<file path="src/rtl/prog_ctr_seq_if.sv">
// Fetch-side bus of the program-counter sequencer: ALU branch decision,
// run control, branch-target LUT write port and the registered PC outputs.
interface prog_ctr_seq_if #(
    parameter int PC_W  = 10,
    parameter int IDX_W = 5
);
    logic             start;
    logic             halt_req;
    logic             stall;
    logic             branch;
    logic [IDX_W-1:0] target_idx;
    logic             lut_wr_en;
    logic [IDX_W-1:0] lut_wr_idx;
    logic [PC_W-1:0]  lut_wr_data;
    logic [PC_W-1:0]  prog_ctr;
    logic             flush;
    logic             done;
    logic [15:0]      instr_cnt;

    modport master (
        output start, halt_req, stall, branch, target_idx,
               lut_wr_en, lut_wr_idx, lut_wr_data,
        input  prog_ctr, flush, done, instr_cnt
    );

    modport slave (
        input  start, halt_req, stall, branch, target_idx,
               lut_wr_en, lut_wr_idx, lut_wr_data,
        output prog_ctr, flush, done, instr_cnt
    );
endinterface

</file>
<file path="src/rtl/prog_ctr_seq.sv">
// Program-counter sequencer: turns the ALU branch decision into the next
// instruction-ROM address using a programmable branch-target LUT.
//
// state    | meaning
// S_IDLE   | after reset, PC parked at START_ADDR, waiting for start
// S_RUN    | fetching; halt > stall > branch > increment
// S_HALTED | stopped, done high, start restarts from START_ADDR
module prog_ctr_seq #(
    parameter int              PC_W       = 10,
    parameter int              IDX_W      = 5,
    parameter logic [PC_W-1:0] START_ADDR = '0
) (
    input  logic          i_clk,
    input  logic          i_rst_n,
    prog_ctr_seq_if.slave bus
);
    localparam int LUT_N = 1 << IDX_W;

    typedef enum logic [1:0] {
        S_IDLE   = 2'd0,
        S_RUN    = 2'd1,
        S_HALTED = 2'd2
    } state_t;

    state_t          r_state;
    state_t          w_state_nxt;
    logic [PC_W-1:0] r_pc;
    logic [PC_W-1:0] w_pc_nxt;
    logic            r_flush;
    logic            w_flush_nxt;
    logic            r_done;
    logic            w_done_nxt;
    logic [15:0]     r_cnt;
    logic [15:0]     w_cnt_nxt;
    logic [15:0]     w_cnt_inc;
    logic [PC_W-1:0] r_lut [LUT_N];

    assign w_cnt_inc = (r_cnt == 16'hFFFF) ? r_cnt : r_cnt + 16'd1;

    always_ff @(posedge i_clk or negedge i_rst_n) begin
        if (!i_rst_n) begin
            r_state <= S_IDLE;
            r_pc    <= START_ADDR;
            r_flush <= 1'b0;
            r_done  <= 1'b0;
            r_cnt   <= 16'd0;
        end else begin
            r_state <= w_state_nxt;
            r_pc    <= w_pc_nxt;
            r_flush <= w_flush_nxt;
            r_done  <= w_done_nxt;
            r_cnt   <= w_cnt_nxt;
        end
    end

    always_comb begin
        w_state_nxt = r_state;
        case (r_state)
            S_IDLE:   if (bus.start)    w_state_nxt = S_RUN;
            S_RUN:    if (bus.halt_req) w_state_nxt = S_HALTED;
            S_HALTED: if (bus.start)    w_state_nxt = S_RUN;
            default:                    w_state_nxt = S_IDLE;
        endcase
    end

    // The LUT read below sees the pre-write entry, giving read-before-write.
    always_comb begin
        w_pc_nxt    = r_pc;
        w_flush_nxt = 1'b0;
        w_done_nxt  = (w_state_nxt == S_HALTED);
        w_cnt_nxt   = r_cnt;
        case (r_state)
            S_RUN: begin
                if (!bus.halt_req && !bus.stall) begin
                    w_cnt_nxt = w_cnt_inc;
                    if (bus.branch) begin
                        w_pc_nxt    = r_lut[bus.target_idx];
                        w_flush_nxt = 1'b1;
                    end else begin
                        w_pc_nxt = r_pc + PC_W'(1);
                    end
                end
            end
            S_HALTED: begin
                if (bus.start) begin
                    w_pc_nxt  = START_ADDR;
                    w_cnt_nxt = 16'd0;
                end
            end
            default: ;
        endcase
    end

    always_ff @(posedge i_clk or negedge i_rst_n) begin
        if (!i_rst_n) begin
            for (int i = 0; i < LUT_N; i++) r_lut[i] <= '0;
        end else if (bus.lut_wr_en) begin
            r_lut[bus.lut_wr_idx] <= bus.lut_wr_data;
        end
    end

    assign bus.prog_ctr  = r_pc;
    assign bus.flush     = r_flush;
    assign bus.done      = r_done;
    assign bus.instr_cnt = r_cnt;
endmodule

</file>
<file path="src/flat_wrapper.sv">
// flat-port wrapper written by rule: the top's interface ports become plain ports
module prog_ctr_seq_flat 
#(
    parameter int              PC_W       = 10,
    parameter int              IDX_W      = 5,
    parameter logic [PC_W-1:0] START_ADDR = '0
)
  (i_clk, i_rst_n, bus_start, bus_halt_req, bus_stall, bus_branch, bus_target_idx, bus_lut_wr_en, bus_lut_wr_idx, bus_lut_wr_data, bus_prog_ctr, bus_flush, bus_done, bus_instr_cnt);
  prog_ctr_seq_if #(.PC_W(PC_W), .IDX_W(IDX_W)) bus_i ();
  input  logic i_clk;
  input  logic i_rst_n;
  input wire logic [$bits(bus_i.start)-1:0] bus_start;
  input wire logic [$bits(bus_i.halt_req)-1:0] bus_halt_req;
  input wire logic [$bits(bus_i.stall)-1:0] bus_stall;
  input wire logic [$bits(bus_i.branch)-1:0] bus_branch;
  input wire logic [$bits(bus_i.target_idx)-1:0] bus_target_idx;
  input wire logic [$bits(bus_i.lut_wr_en)-1:0] bus_lut_wr_en;
  input wire logic [$bits(bus_i.lut_wr_idx)-1:0] bus_lut_wr_idx;
  input wire logic [$bits(bus_i.lut_wr_data)-1:0] bus_lut_wr_data;
  output wire logic [$bits(bus_i.prog_ctr)-1:0] bus_prog_ctr;
  output wire logic [$bits(bus_i.flush)-1:0] bus_flush;
  output wire logic [$bits(bus_i.done)-1:0] bus_done;
  output wire logic [$bits(bus_i.instr_cnt)-1:0] bus_instr_cnt;
  assign bus_i.start = bus_start;
  assign bus_i.halt_req = bus_halt_req;
  assign bus_i.stall = bus_stall;
  assign bus_i.branch = bus_branch;
  assign bus_i.target_idx = bus_target_idx;
  assign bus_i.lut_wr_en = bus_lut_wr_en;
  assign bus_i.lut_wr_idx = bus_lut_wr_idx;
  assign bus_i.lut_wr_data = bus_lut_wr_data;
  assign bus_prog_ctr = bus_i.prog_ctr;
  assign bus_flush = bus_i.flush;
  assign bus_done = bus_i.done;
  assign bus_instr_cnt = bus_i.instr_cnt;
  prog_ctr_seq #(.PC_W(PC_W), .IDX_W(IDX_W), .START_ADDR(START_ADDR)) u_core (.i_clk(i_clk), .i_rst_n(i_rst_n), .bus(bus_i));
endmodule
</file>
<file path="config.mk">
export PLATFORM = sky130hd
export DESIGN_NAME = prog_ctr_seq_flat
export DESIGN_NICKNAME = d
export VERILOG_FILES = /design/src/rtl/prog_ctr_seq_if.sv /design/src/rtl/prog_ctr_seq.sv /design/src/flat_wrapper.sv
export SDC_FILE = /design/constraint.sdc
export NUM_CORES = 1
export LEC_CHECK = 0
export ABC_AREA = 1
export ABC_CLOCK_PERIOD_IN_PS = 1790
export CAP_MARGIN = 20
export CORE_AREA = 2 2 176 178
export CTS_BUF_LIST = sky130_fd_sc_hd__clkbuf_8
export CTS_CLUSTER_DIAMETER = 100
export DETAILED_ROUTE_END_ITERATION = 6
export DIE_AREA = 0 0 178 180
export HOLD_SLACK_MARGIN = 0.15
export PLACE_DENSITY = 0.79
export SYNTH_ARGS = -nofsm -noshare
export SYNTH_HDL_FRONTEND = slang
export SYNTH_SLANG_ARGS = --single-unit
</file>
<file path="constraint.sdc">
create_clock -name i_clk -period 1.79 [get_ports i_clk]
set_clock_uncertainty 0.1 [all_clocks]
set_input_delay 0.358 -clock i_clk [delete_from_list [all_inputs] [get_ports i_clk]]
set_output_delay 0.358 -clock i_clk [all_outputs]
set_load 0.05 [all_outputs]
</file>
# After elaboration in Yosys (flattened, before gate mapping)
# Index checks and enable logic that the tools add are counted.
[totals]
out_inout_bits = 28
register_bits = 350
in_bits = 27
latch_bits = 0
n_memories = 0
mem_bits_ro = 0
ram_bits = 0
[classes]
shift = 0
mux = 20
bitwise_logic = 2
n_div = 0
n_lt_le_gt_ge = 3
multipliers = 0
n_reduce_logical = 9
eq_ne = 7
n_addsub = 2
[ops]
columns = ["operator", "n"]
rows = [
  ["320-bit bitwise mux", 1],
  ["10-bit 2-to-1 mux", 6],
  ["10-bit binary-select mux with 5-bit select", 1],
  ["10-bit demux with 5-bit select", 1],
  ["16-bit 2-to-1 mux", 3],
  ["16-bit one-hot mux with 2 select lines", 1],
  ["10-bit one-hot mux with 2 select lines", 1],
  ["16-bit by 1-bit adder with 16-bit output, second input constant", 1],
  ["16-bit == test, second input constant", 1],
  ["6-bit greater-or-equal comparator, second input constant", 2],
  ["5-bit inverter with 6-bit output", 2],
  ["10-bit by 1-bit adder with 10-bit output, second input constant", 1],
  ["6-bit by 1-bit < comparator with 1-bit output, second input constant", 1],
  ["2-bit == test, second input constant", 2],
  ["2-bit 2-to-1 mux", 2],
  ["2-bit inequality test, second input constant", 2],
  ["2-bit one-hot mux with 2 select lines", 1],
  ["4-bit AND reduction", 1],
  ["1-bit 2-to-1 mux", 3],
  ["3-bit AND reduction", 1],
  ["2-bit by 1-bit == test with 1-bit output, second input constant", 1],
  ["1-bit logical AND", 2],
  ["1-bit zero test", 2],
  ["2-bit zero test", 1],
  ["other kinds (3)", 3],
]

# Depth between registers and ports, before layout
# Gate-level depths: netlist of the first run.
[depth]
ltp_word = 7
depth_mapped = 14
mapped_depth_nobuf = 11

# Worst setup path after synthesis of the first run
# No wires, ideal clock.
[synth_path]
path_type = "flip-flop to flip-flop"
start = "register u_core.r_cnt[1], in the netlist u_core.bus.instr_cnt[1]"
end = "register u_core.r_cnt[12], in the netlist u_core.bus.instr_cnt[12]"
required_time_ps = 1559
t_arrival_ps = 1890
path_stages_with_launch = 11
slack_ps = -331
cell_sequence = "dfrtp_1 > ha_1 > nand3_1 > nor2_1 > inv_1 > nor2_1 > inv_1 > nor2_1 > nand2_1 > o21ai_0 > a21oi_1"
[synth_via]
elab_chain_len = 4
[synth_rtl]
columns = ["item", "line", "source"]
rows = [
  ["start: declaration", "prog_ctr_seq.sv:33", "logic [15:0] r_cnt;"],
  ["start signal: assignment", "prog_ctr_seq.sv:52", "r_cnt <= w_cnt_nxt;"],
  ["16-bit by 1-bit adder with 16-bit output", "prog_ctr_seq.sv:38", "assign w_cnt_inc = (r_cnt == 16'hFFFF) ? r_cnt : r_cnt + 16'd1;"],
  ["16-bit 2-to-1 mux", "prog_ctr_seq.sv:38", ""],
  ["16-bit 2-to-1 mux", "prog_ctr_seq.sv:74", "if (!bus.halt_req && !bus.stall) begin"],
  ["16-bit one-hot mux with 2 select lines", "prog_ctr_seq.sv:72", "case (r_state)"],
]
# Several ways; a longest one is shown, not always the timed one. The select of a mux whose other input is x is not followed.
# A chain may end at the register's enable or synchronous reset.

# Final worst setup path of the first run
[layout_path]
start = "register u_core.r_cnt[1], in the netlist u_core.bus.instr_cnt[1]"
end = "register u_core.r_cnt[7], in the netlist u_core.bus.instr_cnt[7]"
# The elaborated chain is that of the path after synthesis.

==> metrics.txt, run 1 <==
status complete, but fails checks; failing checks negative setup slack; commonest non-fill, non-tap cell in the layout nand2_1; ANT nets after route 0; DR iter-0 viols roughly 1800; DP Wirelength between 20 and 30 mm; LEAKAGE ~9.5 nW; final cycle utilization of the critical path 103%; drt total wl 47.2 mm; Chip Width about 180 um; Synthesis Warnings 0; Finish-stage setup viols 1; TNS Setup -56.6 ps; Post-Synthesis Cells about 2100; multi-input logic area 0.00686 mm^2; die span in y 180 um; Worst R2R Start u_core.bus.instr_cnt[1]; Synth cell types 31; largest family of logic cells by synthesized area simple AND/OR/NAND/NOR gates; DRC viols 0; Max clock buf depth 3; First-pass DRT Iterations 7; CP Data Required Time between 2000 and 2500 ps; Hold Path End u_core.r_lut[10]; port bufs 54; post-synthesis mux area share 0%; gr usage total around 29%; drt via density between 5 and 6; largest net degree at the start of global routing around 80; crit path DAT 2280 ps; num ports 55; final hold vios 0; Synth Area in XOR/XNOR 0.427%; row cnt 64; length in cells of the worst reg-to-reg path 10; HP Start bus_lut_wr_data[0]; DR WL/cell around 18 um; slowest CP cell dfrtp_2; die area ~0.032 mm^2; syn avg cell area 7.83 um^2; CP max FO 7; unrepaired setup endpoints after global routing yes; Final WS setup -56.6 ps; commonest non-fill, non-tap cells in the layout nand2_1 (788), dfrtp_1 (338), nand3_1 (271); FF/Latch Area approximately 0.0088 mm^2; Via Count around 15000; Final min period between 1500 and 2000 ps; Clock Latency Late Sink approximately 600 ps; adder-cell area share of the yosys netlist less than 1%; Layout area overhead 21.8%; synthesized area 0.0164 mm^2; Cell Pwr Density about 1200 mW/mm^2; CP startpoint kind flip-flop; Synth Area in Compound Gates 11.0%; overall power about 23 mW; max-cap violation count 0; initial core utilization 54.3%; core area slightly above 0.03 mm^2; Filler Cells Inserted around 2300; total CTS buffers 56; Crit Path Category flip-flop to flip-flop; Synth Register Bits between 300 and 400; Crit. End Element flip-flop; gr ovfl total 0; vias in the first global route 14400; gpl congestion between 0.9 and 1; post-layout util roughly 66%; Hold Crit Class input port to flip-flop; CTS Sinks 350; r2r endpoint u_core.bus.instr_cnt[7]; reg-to-reg slack, setup -60 ps; antenna cells 0; crit path cell chain ha_4 -> nand3_4 -> inv_4 -> nand3_4 -> nor2_4 -> nor2_4 -> buf_12 -> nand2_1 -> a21oi_1 -> o21a_1; H-tree levels 2; Max transition margin roughly three quarters; initial antenna violation count 0; first-pass GRT wire length roughly 75 mm; TritonCTS clock tree done; Slew @ Worst Pin between 400 and 500 ps; final slew viol count 0; upper clock frequency limit between 0.5 and 0.6 GHz; VDD IR max between 0.0004 and 0.0005 V; register area share after synthesis between 50% and 60%; clk root buf clkbuf_8; Final Net Count between 2000 and 2500; Net Count, Synth roughly 2100; clk slew on worst S/H paths roughly 60 ps; layout cells sized above 1 between 10% and 20%; hold path cells 3; worst stage delay on the critical path approximately 430 ps; Post-Synth Simple-Gate Area around 29%
worst max-delay path by stage:
stage	startpoint	endpoint	cells past startpoint	slack (ps)
2_1_floorplan	u_core.bus.instr_cnt[0]	u_core.bus.instr_cnt[12]	10	-20
3_3_place_gp	bus_target_idx[2]	u_core.bus.prog_ctr[8]	10	-590
3_5_place_dp	bus_target_idx[2]	u_core.bus.prog_ctr[8]	10	-600
4_1_cts	u_core.bus.prog_ctr[2]	bus_prog_ctr[2]	2	-9
5_1_grt	u_core.bus.instr_cnt[0]	u_core.bus.instr_cnt[4]	10	-100
6_report	u_core.bus.instr_cnt[1]	u_core.bus.instr_cnt[7]	10	-60
cell usage after synthesis, drive strengths merged:
library cell  number  area share, %
nand2            793             18
dfrtp            350             53
o21ai            297            9.1
nand3            274            8.4
clkbuf           115            2.6
nor2              68            1.6
inv               54            1.2
a21oi             50            1.5
buf               49            1.7
nor3              16           0.85
nand4              7           0.27
xor2               7           0.37
o31ai              4           0.18
ha                 2           0.15
nor4               2           0.15
o21bai             2          0.092
and2               1          0.038
nand3b             1          0.046
o21a               1          0.046
o22ai              1          0.038
xnor2              1          0.053
state kept, by name, summed over array words and instances (netlist names):
register              count
u_core.bus.done           1
u_core.bus.flush          1
u_core.bus.instr_cnt     16
u_core.bus.prog_ctr      10
u_core.r_lut            320
u_core.r_state            2
repair_timing:
item / in CTS / in global routing
setup buffers: 4 / 11
resized for setup: 7 / 27
setup endpoints to repair: 7 / 23
hold endpoints to repair: 350 / 0
hold buffers: 2 / 0
pin swaps: 0 / 15
logic make-up (layout without fill, tap and decap cells):
| kind of cell | count (synthesis) | after routing |
|---|---|---|
| compound gates | 355 | 355 |
| xor+xnor | 8 | 8 |
| fa+ha+maj | 2 | 2 |
| buf+inv | 218 | 363 |
| flops | 350 | 350 |
| simple gates | 1162 | 1162 |
layout make-up:
class | count | share of cell area, %
Clock inverter | 25 | 0.652
Clock buffer | 77 | 5.31
Multi-Input combinational cell | 1527 | 34.3
Sequential cell | 350 | 43.9
Timing Repair Buffer | 207 | 12.3
Tap cell | 396 | 2.48
Inverter | 54 | 1.04
metrics by stage:
stage               worst slack, ps  hold slack [ps]  cells  cell area [um^2]
floorplan                     -16.4            -37.6   2095             16400
finish                        -56.6              273   2636             20000
global route                   -104              266   2636             20000
CTS                           -9.16              255   2626             19800
global placement               -592              146   2519             18600
detailed placement             -597              148   2519             18600
worst max-delay path, delay by kind of cell (launching register included):
kind,cells,cell delay (ps)
flops,1,430
compound gates,2,340
fa+ha+maj,1,180
buf+inv,2,210
simple gates,5,520
where the power goes:
group	internal (mW)	leakage, nW	switching, mW	total, mW
clock	3.95	0.684	3.15	7.10
sequential	9.53	4.50	1.03	10.6
combinational	2.24	4.33	3.27	5.51
layer usage:
metal	up-vias	GRT usage, %	share of wire, %	wire length, um
met1	7363	39.8	40	19000
li1	7031	-	-	-
met4	0	13.9	5.0	2350
met5	-	0	0	0
met3	160	4.36	7.5	3550
met2	704	46.3	47	22300
No activity file was read; power rests on OpenSTA's default activity.
==> run 2: changes to the inputs <==
--- a/config.mk
+++ b/config.mk
@@ -11,10 +11,12 @@
 export CORE_AREA = 2 2 176 178
 export CTS_BUF_LIST = sky130_fd_sc_hd__clkbuf_8
 export CTS_CLUSTER_DIAMETER = 100
+export CTS_CLUSTER_SIZE = 20
 export DETAILED_ROUTE_END_ITERATION = 6
 export DIE_AREA = 0 0 178 180
 export HOLD_SLACK_MARGIN = 0.15
 export PLACE_DENSITY = 0.79
+export SLEW_MARGIN = 20
 export SYNTH_ARGS = -nofsm -noshare
 export SYNTH_HDL_FRONTEND = slang
 export SYNTH_SLANG_ARGS = --single-unit
==> metrics.txt, run 2 (same netlist as run 1, synthesis figures left out) <==
fin area 0.0192 mm^2 (-4.0%); reg-to-reg slack, setup 10 ps (+70 ps); Filler Cells Inserted 2443 (+4.2%); gr ovfl total 0 (unchanged); max reg flops 320 (unchanged); Power Internal 12.9 mW (-18%); sw frac 34.4% (+2.2 points); drt total wl 46.1 mm (-2.3%); FF/Latch Area 0.00877 mm^2 (unchanged); Hold Crit Class input port to flip-flop; Crit Path Category flip-flop to output pin; DR iter-0 viols 1626 (-8.9%); max-cap violation count 0 (unchanged); final cycle utilization of the critical path 99.9% (-3.3 points); GR Util met2 45.2% (-1.1 points); gr usage total 28.6% (-0.74 points); commonest non-fill, non-tap cells in the layout nand2_1 (789), dfrtp_1 (338), nand3_1 (271); status complete, no violations; Clock Latency Late Sink 580 ps (-20 ps); die area 0.0320 mm^2 (unchanged); antenna cells 0 (unchanged); ANT nets after route 0 (unchanged); Slew @ Worst Pin 403 ps (+0.0833 ps); register share of total power 53.6% (+8.0 points); TritonCTS clock tree done; port bufs 54 (unchanged); Max clock buf depth 3 (unchanged); HP Start bus_lut_wr_data[1]; Clock power frac 18.0% (-13 points); DP Area 0.0186 mm^2 (unchanged); Cell Pwr Density 1020 mW/mm^2 (-12%); unrepaired setup endpoints after global routing yes; LEAKAGE 9.04 nW (-4.9%); met3 usage 3.45% (-0.91 points); Top reg by flops u_core.r_lut; total CTS buffers 21 (-63%); overall power 19.7 mW (-15%); Via Count 14900 (-2.1%); initial antenna violation count 0 (unchanged); Final WS setup 2.14 ps (+58.7 ps); vias in the first global route 13900 (-3.3%); DR WL/cell 17.9 um (+0.25%); First-pass DRT Iterations 5 (-2); length in cells of the worst reg-to-reg path 10 (unchanged); final hold vios 0 (unchanged); CP startpoint kind flip-flop; Worst R2R Start u_core.bus.instr_cnt[0]; Chip Width 178 um (unchanged); core area 0.0302 mm^2 (unchanged); clk slew on worst S/H paths 130 ps (+70 ps); largest net degree at the start of global routing 81 (unchanged); upper clock frequency limit 0.559 GHz (+3.3%); first-pass GRT wire length 73.0 mm (-2.2%); Max transition margin 73.1% (about the same); CTS Sinks 350 (unchanged); Final min period 1790 ps (-58.7 ps); Final Net Count 2198 (-1.2%); layout cells sized above 1 12.4% (-2.1 points); clk root buf clkbuf_8; die span in y 180 um (unchanged); DP Wirelength 29.5 mm (unchanged); gpl congestion 0.919 (unchanged); DRC viols 0 (unchanged); pre-CTS WS -597 ps (unchanged); Crit. End Element output pin; beginning of the critical path u_core.bus.prog_ctr[0]; drt via density 5.82 (+0.53%); met1 Usage GRT 39.8% (about the same); H-tree levels 1 (-1); Finish-stage setup viols 0 (-1); num ports 55 (unchanged); Layout area overhead 16.9%; initial core utilization 54.3% (unchanged); Psw 6.76 mW (-9.3%); Top Usage Layer GRT met2; VDD IR max 0.000497 V (+1.1%); final slew viol count 0 (unchanged); Comb power frac 28.4% (+4.6 points); crit path DAT 1330 ps (-950 ps); commonest non-fill, non-tap cell in the layout nand2_1; CP max FO 4 (-3); CP Data Required Time 1330 ps (-890 ps); row cnt 64 (unchanged); TNS Setup 0 ps (+56.6 ps); hold path cells 3 (unchanged); multi-input logic area 0.00686 mm^2 (about the same)
## run 2: cell type report
type | instances | area share, %
Sequential cell | 350 | 45.7
Multi-Input combinational cell | 1527 | 35.8
Timing Repair Buffer | 215 | 13.2
Tap cell | 396 | 2.58
Clock buffer | 21 | 1.51
Inverter | 54 | 1.10
Clock inverter | 5 | 0.137
## run 2: what timing repair did
action / in CTS / in global routing
pin swaps: 1 / 18
gates resized for setup: 6 / 35
buffers inserted: 6 / 17
hold endpoints to repair: 350 / 0
cloned: 0 / 0
hold buffers: 2 / 0
setup endpoints to repair: 7 / 28
## run 2: final timing paths
check | to
max in group asynchronous | u_core.r_lut[62]
max reg2reg | u_core.bus.instr_cnt[7]
min reg2reg | u_core.r_lut[281]
min | u_core.r_lut[11]
min in group asynchronous | u_core.r_lut[291]
max | bus_prog_ctr[0]
## run 2: critical path, cell delays in order, from the launching register on
cell and delay, ps:
dfrtp_2 480, buf_6 140, buf_12 130
## run 2: stage by stage
step	hold slack (ps)	utilization [%]	std cells
after floorplan	-37.6	-	2095
after global placement	146	61.4	2519
after detailed placement	148	61.4	2519
after CTS	264	62.7	2551
after global routing	267	63.5	2568
final	280	63.5	2568
## run 2: power by group through the flow
stage / clock network [mW] / registers (mW) / logic [mW]
finish: 3.54 / 10.5 / 5.59
global route: 3.87 / 10.7 / 6.16
CTS: 3.58 / 10.5 / 5.35
detailed placement: 0 / 10.6 / 5.25
global placement: 0 / 10.6 / 5.05
floorplan: 0 / 11.1 / 2.55
## run 2: metal layers
| layer | part of all wire [%] | vias up |
|---|---|---|
| li1 | - | 6925 |
| met1 | 41 | 7217 |
| met2 | 46 | 676 |
| met3 | 8.0 | 125 |
| met4 | 4.3 | 0 |
| met5 | 0 | - |
